File: src/rtl/seg_display_formatter.sv
// Seven-segment display formatter: selects a source, converts it to BCD
// with an iterative double-dabble engine, and formats per-digit codes.
// Ports: clk, reset (sync, active-high), sel, values, signed_mask, start
//        -> digits (4-bit codes, digit k at [k*4 +: 4]), busy, valid, overflow.
// Codes: 0-9 numeral, 10 blank, 11 dash/separator, 12 minus.
module seg_display_formatter #(
   parameter int NUM_DIGITS  = 6,
   parameter int DATA_W      = 32,
   parameter int NUM_SRC     = 4,
   parameter int SEL_W       = 4,
   parameter int REFRESH_CYC = 5000000
) (
   input  logic                      clk,
   input  logic                      reset,
   input  logic [SEL_W-1:0]          sel,
   input  logic [NUM_SRC*DATA_W-1:0] values,
   input  logic [NUM_SRC-1:0]        signed_mask,
   input  logic                      start,
   output logic [NUM_DIGITS*4-1:0]   digits,
   output logic                      busy,
   output logic                      valid,
   output logic                      overflow
);

   localparam int FW    = NUM_DIGITS - 2;
   // ceil(DATA_W * log10(2)) decimal digits
   localparam int BCD_N = (DATA_W * 30103 + 99999) / 100000;
   localparam int BW    = BCD_N * 4;
   localparam int PN    = (FW > BCD_N) ? FW : BCD_N;
   localparam int SW    = $clog2(DATA_W + 1);
   localparam int RC    = (REFRESH_CYC > 0) ? REFRESH_CYC : 1;
   localparam int CW    = (RC > 1) ? $clog2(RC) : 1;

   localparam logic [3:0] D_BLANK = 4'd10;
   localparam logic [3:0] D_DASH  = 4'd11;
   localparam logic [3:0] D_MINUS = 4'd12;

   typedef enum logic [1:0] {
      S_IDLE,
      S_LOAD,
      S_CONV,
      S_FMT
   } state_t;

   state_t                  state_q, state_d;
   logic                    pend_q, pend_d;
   logic [SEL_W-1:0]        sel_q, sel_d;
   logic [CW-1:0]           cnt_q, cnt_d;
   logic [SW-1:0]           step_q, step_d;
   logic [DATA_W-1:0]       mag_q, mag_d;
   logic [BW-1:0]           bcd_q, bcd_d;
   logic                    neg_q, neg_d;
   logic                    inv_q, inv_d;
   logic [NUM_DIGITS*4-1:0] digits_q, digits_d;
   logic                    ovf_q, ovf_d;

   logic                    ref_trig;
   logic                    trig;
   logic [DATA_W-1:0]       val_sel;
   logic                    sgn_sel;
   logic                    inv_sel;
   logic [BW-1:0]           bcd_adj;
   logic [BW-1:0]           bcd_sh;
   logic [DATA_W-1:0]       mag_sh;
   logic [PN*4-1:0]         bcd_pad;
   logic                    hi_pos;
   logic                    hi_neg;
   int                      msd;
   logic [NUM_DIGITS*4-1:0] fmt;
   logic                    fmt_ovf;

   // Periodic refresh; a zero period disables it.
   assign ref_trig = (REFRESH_CYC != 0) && (cnt_q == CW'(RC - 1));
   assign cnt_d    = ref_trig ? '0 : cnt_q + CW'(1);

   // The shadow is only written at the end of LOAD, so a select change
   // seen during LOAD is the one being captured and must not re-trigger.
   assign trig = start | ref_trig
               | ((sel != sel_q) && (state_q != S_LOAD));

   always_comb begin
      val_sel = '0;
      sgn_sel = 1'b0;
      inv_sel = 1'b1;
      for (int i = 0; i < NUM_SRC; i++) begin
         if (sel == SEL_W'(i)) begin
            val_sel = values[i*DATA_W +: DATA_W];
            sgn_sel = signed_mask[i];
            inv_sel = 1'b0;
         end
      end
   end

   // One double-dabble step: add 3 to nibbles >= 5, then shift left.
   always_comb begin
      bcd_adj = bcd_q;
      for (int k = 0; k < BCD_N; k++) begin
         if (bcd_q[k*4 +: 4] >= 4'd5) begin
            bcd_adj[k*4 +: 4] = bcd_q[k*4 +: 4] + 4'd3;
         end
      end
      {bcd_sh, mag_sh} = {bcd_adj, mag_q} << 1;
   end

   // Formatting works on the result of the final shift so the digit
   // register is loaded on the edge that enters FORMAT.
   always_comb begin
      bcd_pad = (PN*4)'(bcd_sh);
      hi_pos  = 1'b0;
      hi_neg  = 1'b0;
      msd     = 0;
      for (int k = 0; k < PN; k++) begin
         if (bcd_pad[k*4 +: 4] != 4'd0) begin
            if (k >= FW)     hi_pos = 1'b1;
            if (k >= FW - 1) hi_neg = 1'b1;
            if (k < FW)      msd = k;
         end
      end
      fmt_ovf = neg_q ? hi_neg : hi_pos;
      fmt     = '0;
      for (int k = 0; k < FW; k++) begin
         if (fmt_ovf) begin
            fmt[k*4 +: 4] = D_DASH;
         end else if (k <= msd) begin
            fmt[k*4 +: 4] = bcd_pad[k*4 +: 4];
         end else if (neg_q && (k == msd + 1)) begin
            fmt[k*4 +: 4] = D_MINUS;
         end else begin
            fmt[k*4 +: 4] = D_BLANK;
         end
      end
      fmt[FW*4 +: 4]             = D_DASH;
      fmt[(NUM_DIGITS-1)*4 +: 4] = 4'(sel_q);
      if (inv_q) begin
         fmt     = {NUM_DIGITS{D_BLANK}};
         fmt_ovf = 1'b0;
      end
   end

   always_comb begin
      state_d  = state_q;
      pend_d   = pend_q;
      sel_d    = sel_q;
      step_d   = step_q;
      mag_d    = mag_q;
      bcd_d    = bcd_q;
      neg_d    = neg_q;
      inv_d    = inv_q;
      digits_d = digits_q;
      ovf_d    = ovf_q;
      unique case (state_q)
         S_IDLE: begin
            if (pend_q || trig) begin
               state_d = S_LOAD;
               pend_d  = 1'b0;
            end
         end
         S_LOAD: begin
            sel_d   = sel;
            inv_d   = inv_sel;
            neg_d   = sgn_sel & val_sel[DATA_W-1];
            mag_d   = (sgn_sel & val_sel[DATA_W-1]) ? -val_sel : val_sel;
            bcd_d   = '0;
            step_d  = '0;
            state_d = S_CONV;
            if (trig) pend_d = 1'b1;
         end
         S_CONV: begin
            bcd_d  = bcd_sh;
            mag_d  = mag_sh;
            step_d = step_q + SW'(1);
            if (step_q == SW'(DATA_W - 1)) begin
               state_d  = S_FMT;
               digits_d = fmt;
               ovf_d    = fmt_ovf;
            end
            if (trig) pend_d = 1'b1;
         end
         S_FMT: begin
            state_d = S_IDLE;
            if (trig) pend_d = 1'b1;
         end
         default: state_d = S_IDLE;
      endcase
   end

   always_ff @(posedge clk) begin
      if (reset) begin
         state_q  <= S_IDLE;
         pend_q   <= 1'b1;
         sel_q    <= '0;
         cnt_q    <= '0;
         step_q   <= '0;
         mag_q    <= '0;
         bcd_q    <= '0;
         neg_q    <= 1'b0;
         inv_q    <= 1'b0;
         digits_q <= {NUM_DIGITS{D_BLANK}};
         ovf_q    <= 1'b0;
      end else begin
         state_q  <= state_d;
         pend_q   <= pend_d;
         sel_q    <= sel_d;
         cnt_q    <= cnt_d;
         step_q   <= step_d;
         mag_q    <= mag_d;
         bcd_q    <= bcd_d;
         neg_q    <= neg_d;
         inv_q    <= inv_d;
         digits_q <= digits_d;
         ovf_q    <= ovf_d;
      end
   end

   assign digits   = digits_q;
   assign busy     = (state_q != S_IDLE);
   assign valid    = (state_q == S_FMT);
   assign overflow = ovf_q;

endmodule

File: config.mk
export PLATFORM = sky130hd
export DESIGN_NAME = seg_display_formatter
export DESIGN_NICKNAME = d
export VERILOG_FILES = /design/src/rtl/seg_display_formatter.sv
export SDC_FILE = /design/constraint.sdc
export NUM_CORES = 1
export LEC_CHECK = 0
export BUFFER_PORTS_ARGS = -buffer_cell sky130_fd_sc_hd__buf_4
export CORE_ASPECT_RATIO = 1.4
export CORE_MARGIN = 2
export CORE_UTILIZATION = 48
export DETAILED_ROUTE_END_ITERATION = 16
export GPL_ROUTABILITY_DRIVEN = 0
export GPL_TIMING_DRIVEN = 0
export PLACE_DENSITY = 0.71
export SLEW_MARGIN = 20
export SYNTH_ARGS = -nofsm -noshare
export SYNTH_HDL_FRONTEND = slang
export SYNTH_SLANG_ARGS = --single-unit
File: constraint.sdc
create_clock -name clk -period 5.2 [get_ports clk]
set_input_delay 0.52 -clock clk [delete_from_list [all_inputs] [get_ports clk]]
set_output_delay 0.52 -clock clk [all_outputs]
set_load 0.03 [all_outputs]
==> results.md <==
* Mean routed wirelength per cell at roughly 17 um
* Setup TNS at 0 ns
* Setup violations, final at 0
* Pin count of the biggest net entering global routing at 17
* Port bufs at 160
* Mapped Cells at 952
* Compound-Gate Fraction of Synth Area at a little under a fifth
* Reg clk slew, reported paths at ~0.06 ns
* Worst Path Required at about 5.5 ns
* Peak VDD IR at around 0.00026 V
* Post-Synth Simple-Gate Area at roughly a fifth
* Max Cap Viol at 0
* HP Class: primary input to flip-flop
* Leakage power at about 4 nW
* Global-route wire length before repair at around 36000 um
* Final Cycle Share at a little over three fifths
* Syn_area_per_cell at 8.51 sq um
* Leading area contributor after synthesis: dfxtp_1
* Area of the multi-input gates at about 5100 sq um
* Highest-count cells in the layout ignoring fill and taps: buf_4 (166), nor2_1 (132), dfxtp_1 (132), nand2_1 (90), a21oi_1 (53)
* Place WS at 1.78 ns
* DR pass1 iterations at 5
* Synth cell types at 66
* Total GRT Usage at between 20% and 30%
* PwrDens at ~330 nW/um^2
* Layout filler cell count at 1524
* Clock root buffer: clkbuf_16
* Synth Flop Type: dfxtp_1
* Worst skew pair latency at 0.42 ns
* DRC viols at 0
* Drt total wl at around 23000 um
* Adder-Cell Fraction of Synth Area at between 4 and 5%
* ANT cells at 0
* Vias in the first global route at 7688
* Synth Warn # at 0
* Die width at around 110 um
* Worst slew pin tran at 0.719 ns
* Vias per cell at 5.79
* # hold bufs at CTS at 0
* Post-CTS setup buffers at 0
* I/O Pins at between 150 and 200
* CTS tree: yes
* Die height at between 150 and 200 um
* Final hold vios at 0
* Xor/xnor cell area share of the yosys netlist at approximately 6.7%
* RSZ-0062 raised after global routing: false
* Share of Yosys cell area claimed by the top area cell type at 32.6%
* Top area cells in the synthesized netlist: dfxtp_1 (33%), mux4_2 (9.5%), nor2_1 (6.1%)
* Num Clock Sinks at approximately 130
* Outcome: complete, no violations
* Nets at about 1300
* Worst setup path category: flip-flop to flip-flop
* Die area at approximately 18000 sq um
* Mapped Area at between 8000 and 9000 sq um
* Worst-path maximum fanout at 10
* Yosys reg bits at approximately 130
* Std-Cell Rows at 56
* Mux share of post-synthesis cell area at between 10% and 20%
* DR iter-0 viols at around 430
* Seq. cell area at between 2000 and 3000 sq um
* Cells resized by post-CTS repair at 0
* CTS buffer count at 17
* Tmin final at 3.28 ns
* Worst Setup End Kind: flip-flop
* Maximum clock path buffer count at 2
* Worst Setup Start Kind: flip-flop
* Layout area overhead at 26.0%
* CP arrival at 3.57 ns
* Layout cell share with drive strength beyond 1 at 22.0%
* Number of synthesized flops with an enable pin at 0
* Final setup skew at ~0.0092 ns
* Routed via count at ~7800
* H-tree Lvls at 4
* Fmax at around 300 MHz
* Seq/Total Area, Yosys at around a third
* Placed wire-length estimate at ~18000 um
* Initial Util at 48.8%
* Commonest non-fill, non-tap cell in the layout: buf_4
* Core Area at approximately 17000 sq um
* Routed Antenna Nets at 0
* FFs w/ async S/R, synth at 0%
* Max Slew Vio Count at 0
* Largest family of logic cells by synthesized area: simple AND/OR/NAND/NOR gates
* Initial antenna violation count at 0
* Grt ovf at 0
* Worst setup margin at around 1.9 ns
* Slew headroom at approximately half
## logic make-up (layout without fill, tap and decap cells)
group                    after synthesis  count (layout)
AND/OR/NAND/NOR                      351             351
AO/OA/AOI/OAI                        227             227
flip-flops                           132             132
buffers and inverters                 95             287
XOR/XNOR                              62              62
multiplexers                          55              55
adder cells (fa/ha/maj)               28              28
other                                  2               3
## power breakdown
part | internal (W) | switching, W
clock | 0.000843 | 0.000461
combinational | 0.000355 | 0.000608
sequential | 0.00110 | 0.0000536
## critical path, stage by stage (launching register included)
cell and delay (ns):
dfxtp_1 0.34, inv_1 0.07, ha_1 0.17, nand2b_1 0.15
a21oi_1 0.27, mux2i_1 0.20, nor4_2 0.68, o2111ai_1 0.38
nor3_1 0.49, buf_2 0.29, a41oi_1 0.12
## worst paths after layout
path / startpoint / endpoint / slack [ns] / cells past startpoint
max reg2reg: bcd_q[13] / digits[7] / 1.92 / 10
max: bcd_q[13] / digits[7] / 1.92 / 10
min reg2reg: cnt_q[0] / cnt_q[0] / 0.46 / 1
min: sel[2] / sel_q[2] / 0.38 / 3
## per-layer routing
layer  global-route usage (%)  up-vias  share of wire (%)
met5                        0        -                  0
met2                     49.6      265                 54
met3                     3.79       55                4.6
met1                     26.4     3663                 38
met4                     12.1        0                3.7
li1                         -     3823                  -
## Yosys cell counts (all sizes together) (12+ instances only)
cell type and n:
o21ai 34, buf 19, ha 28, inv 33
nor2 132, nand3 13, and2 12, and3 18
nor3 21, nand2 91, a21oi 53, a31oi 16
nand2b 19, xor2 25, a22oi 34, mux2i 20
xnor2 37, mux4 34, dfxtp 132, clkbuf 43
o22ai 14
## state kept, by name, indices dropped and copies added (netlist names), 2 cells and up
signal / count
bcd_q: 40
mag_q: 32
cnt_q: 23
digits: 21
step_q: 6
sel_q: 4
state_q: 2
## area by class of cell
class | instances | area share (%)
buffer | 62 | 2.73
inverter | 33 | 1.21
clock inverter | 11 | 1.72
timing repair buffer | 160 | 11.8
sequential | 132 | 25.9
tap | 203 | 2.49
multi-input combinational | 726 | 49.6
clock buffer | 21 | 4.61
## metrics by stage
step / instance area (sq um) / cells / utilization, % / total power, W / hold WS [ns]
6_report: 10200 / 1348 / 61.4 / 0.00342 / 0.377
2_1_floorplan: 8100 / 953 / - / 0.00179 / 0.426
4_1_cts: 10200 / 1348 / 61.4 / 0.00342 / 0.378
3_3_place_gp: 9560 / 1316 / 57.5 / 0.00211 / 0.438
3_5_place_dp: 9560 / 1316 / 57.5 / 0.00212 / 0.450
5_1_grt: 10200 / 1348 / 61.4 / 0.00356 / 0.386
Power figures use the tool's default switching activity.
